### src/rtl/mips_pkg.sv
// rtl/mips_pkg.sv - shared MIPS core widths, branch encodings and EXE_CMD codes
package mips_pkg;

  localparam int DW   = 32;
  localparam int RW   = 5;
  localparam int CMDW = 4;

  typedef enum logic [1:0] {
    BR_NONE = 2'b00,
    BR_BEZ  = 2'b01,
    BR_BNE  = 2'b10,
    BR_JMP  = 2'b11
  } br_type_e;

  localparam logic [CMDW-1:0] EXE_ADD = 4'b0000;
  localparam logic [CMDW-1:0] EXE_SUB = 4'b0010;
  localparam logic [CMDW-1:0] EXE_AND = 4'b0100;
  localparam logic [CMDW-1:0] EXE_OR  = 4'b0101;
  localparam logic [CMDW-1:0] EXE_NOR = 4'b0110;
  localparam logic [CMDW-1:0] EXE_XOR = 4'b0111;
  localparam logic [CMDW-1:0] EXE_SLA = 4'b1000;
  localparam logic [CMDW-1:0] EXE_SRA = 4'b1001;
  localparam logic [CMDW-1:0] EXE_SRL = 4'b1010;

  // True when an ID bundle carries no architectural side effect.
  function automatic logic is_bubble(input logic valid, input logic wb_en,
                                     input logic mem_write, input logic [1:0] br_type);
    return ~valid | ~(wb_en | mem_write | (|br_type));
  endfunction

endpackage

### src/rtl/pipe_reg.sv
// rtl/pipe_reg.sv - W-bit pipeline register with async active-low reset, enable and clear
module pipe_reg #(
  parameter int W = 1
) (
  input  logic         clk,
  input  logic         rst_n,
  input  logic         en,
  input  logic         clr,
  input  logic [W-1:0] d,
  output logic [W-1:0] q
);

  // Enable gates clear as well, so a held stage ignores a pending clear.
  always_ff @(posedge clk or negedge rst_n) begin
    if (!rst_n) begin
      q <= '0;
    end else if (en) begin
      q <= clr ? '0 : d;
    end
  end

endmodule

### src/rtl/id_ex_stage_reg.sv
// rtl/id_ex_stage_reg.sv - ID->EX pipeline register; ID_EX_PERF_CNT_EN adds bubble/flush counters
module id_ex_stage_reg #(
  parameter int DW   = 32,
  parameter int RW   = 5,
  parameter int CMDW = 4
) (
  input  logic            clk,
  input  logic            rst_n,
  input  logic            freeze,
  input  logic            flush,
  input  logic            id_valid,
  input  logic [CMDW-1:0] id_exe_cmd,
  input  logic            id_mem_read,
  input  logic            id_mem_write,
  input  logic            id_wb_en,
  input  logic            id_is_imm,
  input  logic [1:0]      id_br_type,
  input  logic [DW-1:0]   id_pc,
  input  logic [DW-1:0]   id_val1,
  input  logic [DW-1:0]   id_val2,
  input  logic [DW-1:0]   id_imm,
  input  logic [RW-1:0]   id_dest,
  input  logic [RW-1:0]   id_src1,
  input  logic [RW-1:0]   id_src2,
  output logic            ex_valid,
  output logic [CMDW-1:0] ex_exe_cmd,
  output logic            ex_mem_read,
  output logic            ex_mem_write,
  output logic            ex_wb_en,
  output logic            ex_is_imm,
  output logic [1:0]      ex_br_type,
  output logic [DW-1:0]   ex_pc,
  output logic [DW-1:0]   ex_val1,
  output logic [DW-1:0]   ex_val2,
  output logic [DW-1:0]   ex_imm,
  output logic [RW-1:0]   ex_dest,
  output logic [RW-1:0]   ex_src1,
  output logic [RW-1:0]   ex_src2,
  output logic [31:0]     bubble_cnt,
  output logic [15:0]     flush_cnt
);

  import mips_pkg::*;

  localparam int CW = 1 + CMDW + 4 + 2;
  localparam int XW = 4 * DW + 3 * RW;

  logic          load_en;
  logic [CW-1:0] ctrl_d;
  logic [CW-1:0] ctrl_q;
  logic [XW-1:0] data_d;
  logic [XW-1:0] data_q;

  assign load_en = ~freeze;

  // An invalid slot must never write state, whatever the decoder left on its controls.
  always_comb begin
    ctrl_d = {id_valid, id_exe_cmd, id_mem_read, id_mem_write, id_wb_en, id_is_imm, id_br_type};
    if (!id_valid) begin
      ctrl_d = {1'b0, id_exe_cmd, 1'b0, 1'b0, 1'b0, id_is_imm, BR_NONE};
    end
  end

  assign data_d = {id_pc, id_val1, id_val2, id_imm, id_dest, id_src1, id_src2};

  pipe_reg #(.W(CW)) u_ctrl_reg (
    .clk   (clk),
    .rst_n (rst_n),
    .en    (load_en),
    .clr   (flush),
    .d     (ctrl_d),
    .q     (ctrl_q)
  );

  pipe_reg #(.W(XW)) u_data_reg (
    .clk   (clk),
    .rst_n (rst_n),
    .en    (load_en),
    .clr   (flush),
    .d     (data_d),
    .q     (data_q)
  );

  assign {ex_valid, ex_exe_cmd, ex_mem_read, ex_mem_write, ex_wb_en, ex_is_imm, ex_br_type} = ctrl_q;
  assign {ex_pc, ex_val1, ex_val2, ex_imm, ex_dest, ex_src1, ex_src2} = data_q;

`ifdef ID_EX_PERF_CNT_EN
  logic bubble_in;

  assign bubble_in = flush | is_bubble(id_valid, id_wb_en, id_mem_write, id_br_type);

  // Both counters wrap silently; software takes deltas.
  always_ff @(posedge clk or negedge rst_n) begin
    if (!rst_n) begin
      bubble_cnt <= '0;
      flush_cnt  <= '0;
    end else if (!freeze) begin
      if (bubble_in) begin
        bubble_cnt <= bubble_cnt + 32'd1;
      end
      if (flush) begin
        flush_cnt <= flush_cnt + 16'd1;
      end
    end
  end
`else
  assign bubble_cnt = '0;
  assign flush_cnt  = '0;
`endif

endmodule

### config.mk
export PLATFORM = sky130hd
export DESIGN_NAME = id_ex_stage_reg
export DESIGN_NICKNAME = d
export VERILOG_FILES = /design/src/rtl/mips_pkg.sv /design/src/rtl/pipe_reg.sv /design/src/rtl/id_ex_stage_reg.sv
export SDC_FILE = /design/constraint.sdc
export NUM_CORES = 1
export LEC_CHECK = 0
export ABC_AREA = 1
export CAP_MARGIN = 0
export CORE_MARGIN = 4
export CORE_UTILIZATION = 34
export DETAILED_ROUTE_END_ITERATION = 10
export GPL_ROUTABILITY_DRIVEN = 0
export GPL_TIMING_DRIVEN = 0
export PLACE_DENSITY = 0.76
export SLEW_MARGIN = 20
export SYNTH_ARGS = -nofsm -noshare
export SYNTH_HDL_FRONTEND = slang
export SYNTH_SLANG_ARGS = --single-unit
### constraint.sdc
create_clock -name clk -period 0.8 [get_ports clk]
set_clock_uncertainty 0.05 [all_clocks]
set_input_delay 0.16 -clock clk [delete_from_list [all_inputs] [get_ports clk]]
set_output_delay 0.16 -clock clk [all_outputs]
set_load 0.03 [all_outputs]
==> flow_metrics.py, run 1 <==
metrics = {
    "timing": {
        "worst_hold_slack_ns": -0.361,
        "final_max_slew_viol_count": 0,
        "hold_viol": 72,
        "slew_headroom_pct": 61.8,
        "rsz0062_at_grt": "yes",
        "setup_viol": 166,
        "min_period_ns": 1.21,
        "worst_pin_slew_ns": 0.573,
        "setup_ws_ns": -0.411,
        "fin_crit_sh_pct": 151,
        "fmax_mhz": 826,
    },
    "placement": {
        "dpl-instance-area_um2": 9800,
        "dp_hpwl_mm": 15.3,
        "port_buffers": 311,
    },
    "setup_path": {
        "cp-start-kind": "flip-flop",
        "cp_max_fo": 2,
        "rr_startpoint": "u_ctrl_reg.q[8]",
        "ff2ff_path_depth": 5,
        "crit_path_end_kind": "output port",
        "worst-endpoint-required_ns": 0.59,
        "crit_type": "reg2out",
        "critPathMaxStageDelay_ns": 0.43,
        "critPathSlowestCell": "dfrtp_1",
        "crit_family": "flip-flops",
        "path_cells": "buf_6",
        "path_buf_inv": 1,
        "critPathLaunch": "u_data_reg.q[132]",
        "cp_num_cells": 1,
        "arrival_ns": 1.00,
    },
    "yosys": {
        "synthSimpleGateAreaFrac_pct": 28.5,
        "synth_compound_gate_area_share_pct": 0,
        "synth_edf_count": 0,
        "async_flop_share_pct": 100,
        "synth_top_area_share_pct": 62.7,
        "yosysTopAreaCell": "dfrtp_1",
        "ys_types": 8,
        "synth.most_common_cell": "nand2_1",
        "synth_mux_area_share_pct": 0,
        "synth_seq_cells": 154,
        "synth_xor_area_share_pct": 0,
        "synthAdderAreaFrac_pct": 0,
        "ys_seq_area_share_pct": 62.7,
        "syn_avg_cell_area_um2": 8.79,
        "synth_cells": 699,
        "synth_top_family_by_area": "simple AND/OR/NAND/NOR gates",
        "synth-main-ff-cell": "dfrtp_1",
        "ys_top_cells_by_area": "dfrtp_1, nand2_1, buf_4",
        "synthesis.area_um2": 6150,
        "netlist_top_cells_count": "nand2_1, dfrtp_1, buf_4",
        "synth-warning-count": 0,
    },
    "global_routing": {
        "antenna_found_initial": 0,
        "grt_pass1_wl_mm": 32.3,
        "grt_max_degree": 83,
        "grt_pass1_vias": 6074,
        "grt.total_usage_pct": 20.4,
        "grt.overflow.total": 0,
    },
    "run": {
        "max-cap-violations": 0,
    },
    "finish": {
        "n_antenna_cell": 0,
        "nFillCells": 1264,
        "design_area_um2": 11900,
        "area.growth.synth_to_final_pct": 94.0,
        "post-route-util_pct": 68.0,
        "layout-drive-gt1-share_pct": 37.5,
        "final_nets": 1321,
    },
    "floorplan": {
        "rows": 48,
        "die_w_um": 142,
        "die_area_um2": 20300,
        "start_util_pct": 35.1,
        "io_pins": 360,
        "die_h_um": 142,
        "coreArea_um2": 17500,
    },
    "pwr": {
        "ir_drop_v": 0.00143,
        "power.switching_fraction_pct": 30.2,
        "sequentialPowerShare_pct": 38.0,
        "p_clk_share_pct": 36.4,
        "totalPowerFinal_w": 0.0234,
        "cellPowerDensity_nw_per_um2": 1960,
        "power_leakage_nw": 6.39,
        "combinationalPowerShare_pct": 25.6,
        "p_switching_w": 0.00705,
        "p_int_w": 0.0163,
    },
    "detailed_routing": {
        "vias_per_cell": 4.38,
        "top_layer": "met4",
        "wl_per_cell_um": 16.6,
        "wl_mm": 23.3,
        "drc": 0,
        "via_count": 6138,
        "drtIter0Drc": 178,
        "drt-met1-wl_mm": 8.04,
        "antenna_left": 0,
        "wl_met2_mm": 12.2,
        "wl_met3_mm": 2.42,
        "drt_first_pass_iters": 4,
    },
    "min_path": {
        "min_path_type": "in2async",
    },
    "clock_tree": {
        "clkTransAtPathRegs_ns": 0.07,
        "worstSkewPairLatency_ns": 0.41,
        "cts_tree": "built",
        "cts_sinks": 154,
        "root_buffer": "clkbuf_16",
        "numCtsBuffers": 17,
        "htreeDepth": 4,
        "cts_buffer_depth": 2,
    },
    "status": {
        "violations": "hold timing, setup timing",
        "outcome": "complete, but fails checks",
    },
}
## logic make-up (layout without fill, tap and decap cells)
| group | Yosys count | after routing |
|---|---|---|
| AND/OR/NAND/NOR | 463 | 463 |
| flip-flops | 154 | 154 |
| buffers and inverters | 81 | 511 |
| other | 1 | 48 |
## flip-flops by register name, indices dropped and copies added, names as in the netlist
register and count:
u_ctrl_reg.q 11, u_data_reg.q 143
## final timing paths
path | endpoint | slack [ns]
max in group asynchronous | u_data_reg.q[61] | 0.23
min in group clk | u_ctrl_reg.q[10] | 0.15
min | u_data_reg.q[118] | -0.36
max | ex_pc[21] | -0.41
min reg2reg | u_data_reg.q[119] | 0.45
max reg2reg | u_ctrl_reg.q[8] | -0.23
## cells in the final DEF (no fill, tap or decap)
| cell | n |
|---|---|
| nand2_4 | 6 |
| dlymetal6s2s_1 | 1 |
| inv_8 | 1 |
| buf_6 | 217 |
| dfrtp_1 | 154 |
| bufbuf_16 | 1 |
| buf_2 | 9 |
| buf_12 | 5 |
| conb_1 | 48 |
| clkbuf_16 | 22 |
| buf_8 | 4 |
| nor2_4 | 1 |
| clkinv_4 | 1 |
| nand2_2 | 77 |
| nand2_1 | 374 |
| clkinv_2 | 2 |
| clkbuf_2 | 5 |
| inv_6 | 5 |
| clkbuf_4 | 2 |
| clkinvlp_4 | 3 |
| buf_4 | 75 |
| bufinv_16 | 3 |
| clkdlybuf4s50_1 | 153 |
| buf_16 | 2 |
| nand3_1 | 5 |
## power by group through the flow
stage | clock (W) | sequential [W] | combinational, W
after floorplan | 0 | 0.0100 | 0.00120
after global placement | 0 | 0.00882 | 0.00488
after detailed placement | 0 | 0.00884 | 0.00494
after CTS | 0.00864 | 0.00883 | 0.00545
after global routing | 0.00902 | 0.00893 | 0.00634
final | 0.00849 | 0.00888 | 0.00598
## layer usage
metal | vias to the layer above | GRT usage (%)
met5 | - | 0
met4 | 0 | 6.80
met3 | 41 | 8.27
met2 | 284 | 36.4
met1 | 2879 | 22.1
li1 | 2934 | -
## worst register-to-register path: stages (launching register included)
cell and delay, ns:
dfrtp_1 0.42, buf_4 0.15, buf_6 0.11, buf_6 0.10, nand2_2 0.05, nand2_1 0.05
## through the flow
stage	setup slack [ns]	hold WS, ns	setup TNS [ns]	std cells
6_report	-0.411	-0.361	-57.43	1401
5_1_grt	-0.442	-0.327	-64.16	1401
4_1_cts	-0.426	-0.341	-60.74	1362
3_5_place_dp	-1.08	0.114	-221.51	1283
3_3_place_gp	-6.85	0.411	-1255.69	1282
2_1_floorplan	-0.0454	-0.186	-5.62	746
## area by class of cell
class,instances,area (um^2),area share (%)
Tap cell,225,282,2.36
Clock buffer,17,425,3.57
Buffer,81,676,5.67
Timing Repair Buffer,398,4330,36.3
Sequential cell,154,3850,32.3
Clock inverter,15,186,1.56
Multi-Input combinational cell,511,2170,18.2
## timing repair
action,CTS,global route
endpoints found under the hold margin,72,72
endpoints found under the setup margin,308,268
gates cloned,4,4
buffers inserted,43,51
gates resized for setup,1122,143
pin swaps,3,56
No activity file was read; power rests on OpenSTA's default activity.
==> run 2, diff against run 1 <==
--- a/config.mk
+++ b/config.mk
@@ -7,12 +7,12 @@
 export LEC_CHECK = 0
 export ABC_AREA = 1
 export CAP_MARGIN = 0
-export CORE_MARGIN = 4
-export CORE_UTILIZATION = 34
+export CORE_AREA = 2 2 138 140
 export DETAILED_ROUTE_END_ITERATION = 10
+export DIE_AREA = 0 0 140 142
 export GPL_ROUTABILITY_DRIVEN = 0
 export GPL_TIMING_DRIVEN = 0
-export PLACE_DENSITY = 0.76
+export PLACE_DENSITY = 0.75
 export SLEW_MARGIN = 20
 export SYNTH_ARGS = -nofsm -noshare
 export SYNTH_HDL_FRONTEND = slang
==> flow_metrics.py, run 2 (same netlist as run 1, synthesis figures left out) <==
metrics = {
    "pwr": {
        "cellPowerDensity_nw_per_um2": 1960,
        "totalPowerFinal_w": 0.0224,
        "power.switching_fraction_pct": 30.4,
        "ir_drop_v": 0.00141,
        "combinationalPowerShare_pct": 25.2,
        "p_clk_share_pct": 35.2,
        "power_leakage_nw": 6.17,
        "p_int_w": 0.0156,
        "sequentialPowerShare_pct": 39.6,
        "p_switching_w": 0.00680,
    },
    "finish": {
        "area.growth.synth_to_final_pct": 86.0,
        "final_cell_mix": "nand2_1, buf_6, dfrtp_1",
        "nFillCells": 1527,
        "largest_reg_flops": 143,
        "final_nets": 1301,
        "fin_cells": 1389,
        "n_antenna_cell": 0,
        "multi_input_area_um2": 2090,
        "seqCellArea_um2": 3850,
        "layout_commonest_cell": "nand2_1",
        "largest-register": "u_data_reg.q",
        "layout-drive-gt1-share_pct": 34.1,
        "reg_top3": "u_data_reg.q (143), u_ctrl_reg.q (11)",
    },
    "placement": {
        "place_inst": 1292,
        "port_buffers": 311,
        "dp_hpwl_mm": 14.1,
    },
    "timing": {
        "worst_pin_slew_ns": 0.617,
        "fin_crit_sh_pct": 151,
        "setup_ws_ns": -0.408,
        "min_period_ns": 1.21,
        "rsz0062_at_grt": "yes",
        "worst_hold_slack_ns": -0.336,
        "final_max_slew_viol_count": 0,
        "slew_headroom_pct": 58.8,
        "setup_viol": 157,
        "hold_viol": 76,
        "fmax_mhz": 828,
    },
    "detailed_routing": {
        "vias_per_cell": 4.29,
        "wl_mm": 20.9,
        "drt_first_pass_iters": 9,
        "antenna_left": 0,
        "via_count": 5963,
        "wl_per_cell_um": 15.0,
        "drc": 24,
        "drtIter0Drc": 286,
    },
    "floorplan": {
        "io_pins": 360,
        "start_util_pct": 33.3,
        "rows": 50,
        "coreArea_um2": 18500,
        "die_w_um": 140,
        "die_area_um2": 19900,
        "die_h_um": 142,
    },
    "global_routing": {
        "antenna_found_initial": 0,
        "grt.total_usage_pct": 20.4,
        "grt_max_degree": 79,
        "grt_pass1_wl_mm": 31.6,
        "grt.overflow.total": 0,
        "grt_pass1_vias": 6032,
    },
    "setup_path": {
        "critPathSlowestCell": "dfrtp_1",
        "crit_path_end_kind": "output port",
        "arrival_ns": 1.00,
        "path_buf_inv": 1,
        "path_cells": "buf_6",
        "ff2ff_path_depth": 4,
        "cp-start-kind": "flip-flop",
        "rr_startpoint": "u_data_reg.q[95]",
        "crit_family": "flip-flops",
        "crit_type": "reg2out",
        "critPathMaxStageDelay_ns": 0.42,
        "critPathLaunch": "u_data_reg.q[45]",
        "cp_max_fo": 2,
        "worst-endpoint-required_ns": 0.59,
        "cp_num_cells": 1,
    },
    "run": {
        "max-cap-violations": 0,
    },
    "clock_tree": {
        "root_buffer": "clkbuf_16",
        "cts_tree": "built",
        "numCtsBuffers": 17,
        "cts_buffer_depth": 2,
        "worstSkewPairLatency_ns": 0.41,
        "htreeDepth": 4,
        "cts_sinks": 154,
        "clkTransAtPathRegs_ns": 0.06,
    },
    "status": {
        "violations": "DRC, hold timing, setup timing",
        "outcome": "complete, but fails checks",
    },
    "min_path": {
        "min_path_type": "in2async",
    },
}
[run 2: what timing repair did]
action | CTS | global route
setup endpoints to repair | 308 | 190
resized for setup | 1107 | 88
buffers inserted | 34 | 44
endpoints found under the hold margin | 76 | 76
gates cloned | 2 | 0
pin swaps | 3 | 45
[run 2: power by group through the flow]
stage | Sequential [W] | Combinational (W) | Clock (W)
global placement | 0.00883 | 0.00486 | 0
CTS | 0.00883 | 0.00531 | 0.00804
floorplan | 0.0100 | 0.00120 | 0
global route | 0.00892 | 0.00600 | 0.00842
detailed placement | 0.00884 | 0.00492 | 0
finish | 0.00886 | 0.00563 | 0.00787
[run 2: area by class of cell]
type,instances,share of cell area [%]
timing repair buffer,378,34.9
sequential,154,33.7
multi-input combinational,511,18.3
buffer,81,5.57
clock buffer,19,3.96
tap,234,2.56
clock inverter,12,1.01
[run 2: path summary, 6_finish.rpt]
path                                endpoint  slack [ns]
hold / removal              u_data_reg.q[38]       -0.34
min in group clk            u_data_reg.q[37]        0.22
max in group asynchronous  u_data_reg.q[120]        0.24
setup / recovery                  ex_imm[30]       -0.41
hold reg to reg             u_data_reg.q[15]        0.45
setup reg to reg            u_data_reg.q[95]       -0.08
[run 2: worst register-to-register path, cell delays in order, from the launching register on]
cell	delay, ns
dfrtp_1	0.39
buf_4	0.14
buf_6	0.10
nand2_1	0.05
nand2_1	0.05
[run 2: metrics by stage]
| stage | util [%] | worst slack, ns | instance area, um^2 | hold slack, ns | setup TNS [ns] |
|---|---|---|---|---|---|
| after floorplan | - | -0.0454 | 6370 | -0.186 | -5.62 |
| after global placement | 53.0 | -6.95 | 9770 | 0.411 | -1270.82 |
| after detailed placement | 53.1 | -1.06 | 9810 | 0.141 | -223.66 |
| after CTS | 59.3 | -0.436 | 10900 | -0.322 | -59.44 |
| after global routing | 61.9 | -0.443 | 11400 | -0.317 | -63.61 |
| final | 61.9 | -0.408 | 11400 | -0.336 | -56.88 |
[run 2: per-layer routing]
| metal | up-vias | GRT usage, % | wire length, um |
|---|---|---|---|
| li1 | 2893 | - | - |
| met1 | 2784 | 23.4 | 7880 |
| met3 | 37 | 7.74 | 1960 |
| met4 | 0 | 8.19 | 541 |
| met2 | 249 | 34.8 | 10500 |
| met5 | - | 0 | 0 |
==> run 3, diff against run 2 <==
--- a/config.mk
+++ b/config.mk
@@ -7,12 +7,13 @@
 export LEC_CHECK = 0
 export ABC_AREA = 1
 export CAP_MARGIN = 0
-export CORE_AREA = 2 2 138 140
+export CORE_AREA = 2 2 140 142
+export CTS_BUF_LIST = sky130_fd_sc_hd__clkbuf_4
 export DETAILED_ROUTE_END_ITERATION = 10
-export DIE_AREA = 0 0 140 142
+export DIE_AREA = 0 0 142 144
 export GPL_ROUTABILITY_DRIVEN = 0
 export GPL_TIMING_DRIVEN = 0
-export PLACE_DENSITY = 0.75
+export PLACE_DENSITY = 0.74
 export SLEW_MARGIN = 20
 export SYNTH_ARGS = -nofsm -noshare
 export SYNTH_HDL_FRONTEND = slang
==> flow_metrics.py, run 3 (same netlist as run 1, synthesis figures left out) <==
metrics = {
    "status": {
        "outcome": "complete, but fails checks",
        "violations": "hold timing, setup timing",
    },
    "setup_path": {
        "arrival_ns": 1.15,
        "crit_family": "flip-flops",
        "cp_max_fo": 2,
        "setup.worst_path.end": "ex_imm[27]",
        "crit_path_end_kind": "output port",
        "cp_num_cells": 1,
        "worst-endpoint-required_ns": 0.59,
        "rrSetupSlack_ns": -0.10,
        "critPathLaunch": "u_data_reg.q[42]",
        "path_buf_inv": 1,
        "reg2reg_to": "u_data_reg.q[73]",
        "critPathMaxStageDelay_ns": 0.46,
        "critPathSlowestCell": "dfrtp_1",
        "crit_type": "reg2out",
        "ff2ff_path_depth": 4,
        "cp-start-kind": "flip-flop",
        "path_cells": "buf_6",
        "rr_startpoint": "u_data_reg.q[73]",
    },
    "detailed_routing": {
        "drt_first_pass_iters": 4,
        "via_count": 5879,
        "wl_mm": 20.1,
        "drc": 0,
        "vias_per_cell": 4.23,
        "antenna_left": 0,
        "wl_per_cell_um": 14.5,
        "drtIter0Drc": 173,
    },
    "finish": {
        "nFillCells": 1594,
        "layout_commonest_cell": "nand2_1",
        "multi_input_area_um2": 2070,
        "reg_top3": "u_data_reg.q (143), u_ctrl_reg.q (11)",
        "final_nets": 1298,
        "final_cell_mix": "nand2_1, buf_6, clkdlybuf4s50_1, dfrtp_1, buf_4",
        "largest-register": "u_data_reg.q",
        "n_antenna_cell": 0,
        "layout-drive-gt1-share_pct": 33.4,
        "design_area_um2": 11100,
        "largest_reg_flops": 143,
        "area.growth.synth_to_final_pct": 80.8,
        "seqCellArea_um2": 3850,
    },
    "global_routing": {
        "grt.total_usage_pct": 18.9,
        "grt_pass1_vias": 5807,
        "grt_pass1_wl_mm": 29.8,
        "antenna_found_initial": 0,
        "grt.overflow.total": 0,
        "grt_max_degree": 85,
    },
    "pwr": {
        "cellPowerDensity_nw_per_um2": 1770,
        "ir_drop_v": 0.00104,
        "totalPowerFinal_w": 0.0197,
        "power_leakage_nw": 6.01,
    },
    "clock_tree": {
        "cts_buffer_depth": 2,
        "worstSkewPairLatency_ns": 0.52,
        "root_buffer": "clkbuf_4",
        "htreeDepth": 4,
        "cts_sinks": 154,
        "cts_tree": "built",
        "clkTransAtPathRegs_ns": 0.15,
        "numCtsBuffers": 17,
    },
    "timing": {
        "slew_headroom_pct": 62.5,
        "hold_viol": 118,
        "min_period_ns": 1.36,
        "setup_viol": 163,
        "final_max_slew_viol_count": 0,
        "setup_ws_ns": -0.556,
        "worst_pin_slew_ns": 0.563,
        "worst_hold_slack_ns": -0.508,
        "fin_crit_sh_pct": 170,
        "fmax_mhz": 737,
        "rsz0062_at_grt": "yes",
    },
    "placement": {
        "dpl-instance-area_um2": 9810,
        "port_buffers": 311,
        "dp_hpwl_mm": 14.1,
    },
    "floorplan": {
        "rows": 51,
        "die_h_um": 144,
        "io_pins": 360,
        "coreArea_um2": 19100,
        "die_area_um2": 20400,
        "die_w_um": 142,
        "start_util_pct": 32.2,
    },
    "run": {
        "max-cap-violations": 0,
    },
    "min_path": {
        "min_path_type": "in2async",
    },
}
-- run 3: cell types whose count changed in the layout (fill, tap and decap cells not counted), moves of 3 or more --
cell,delta
clkbuf_8,-3
buf_4,-9
nand2_1,+4
buf_6,+8
nand2_4,-3
clkinv_4,-3
clkbuf_16,-17
clkbuf_4,+20
-- run 3: layer usage --
metal	wire length, um	GRT usage, %	part of all wire (%)	up-vias
met5	0	0	0	-
met4	301	5.26	1.5	0
met3	1880	7.88	9.4	20
met2	10000	33.4	50	253
met1	7920	21.1	39	2730
li1	-	-	-	2876
-- run 3: cell type report --
class / count / share of cell area (%)
flip-flops and latches: 154 / 34.7
plain buffers: 81 / 5.46
well taps: 238 / 2.68
clock buffers: 19 / 1.28
clock inverters: 12 / 1.49
multi-input cells: 511 / 18.6
repair buffers: 375 / 35.8
-- run 3: timing repair --
action / 4_1_cts / 5_1_grt
endpoints found under the setup margin: 308 / 229
pin swaps: 6 / 49
setup buffers: 40 / 41
gates resized for setup: 1089 / 101
hold endpoints to repair: 144 / 81
-- run 3: worst min path at each step --
stage | startpoint | cells past startpoint | to | slack [ns]
after floorplan | rst_n | 0 | u_ctrl_reg.q[0] | -0.19
after global placement | u_ctrl_reg.q[6] | 2 | u_ctrl_reg.q[6] | 0.41
after detailed placement | rst_n | 1 | u_data_reg.q[26] | 0.10
after CTS | rst_n | 1 | u_data_reg.q[26] | -0.55
after global routing | rst_n | 1 | u_data_reg.q[32] | -0.55
final | rst_n | 1 | u_data_reg.q[32] | -0.51
-- run 3: through the flow --
step	util [%]	std cells	setup TNS [ns]	hold WS, ns	setup WS [ns]
finish	58.3	1390	-76.81	-0.508	-0.556
global route	58.3	1390	-94.72	-0.548	-0.652
CTS	55.9	1367	-87.83	-0.547	-0.634
floorplan	-	746	-5.62	-0.186	-0.0454
global placement	51.3	1295	-1248.67	0.411	-6.86
detailed placement	51.4	1296	-214.72	0.104	-0.930
-- run 3: where the power goes --
part,internal [W],switching (W)
Combinational,0.00270,0.00288
Sequential,0.00838,0.000476
Clock,0.00227,0.00300
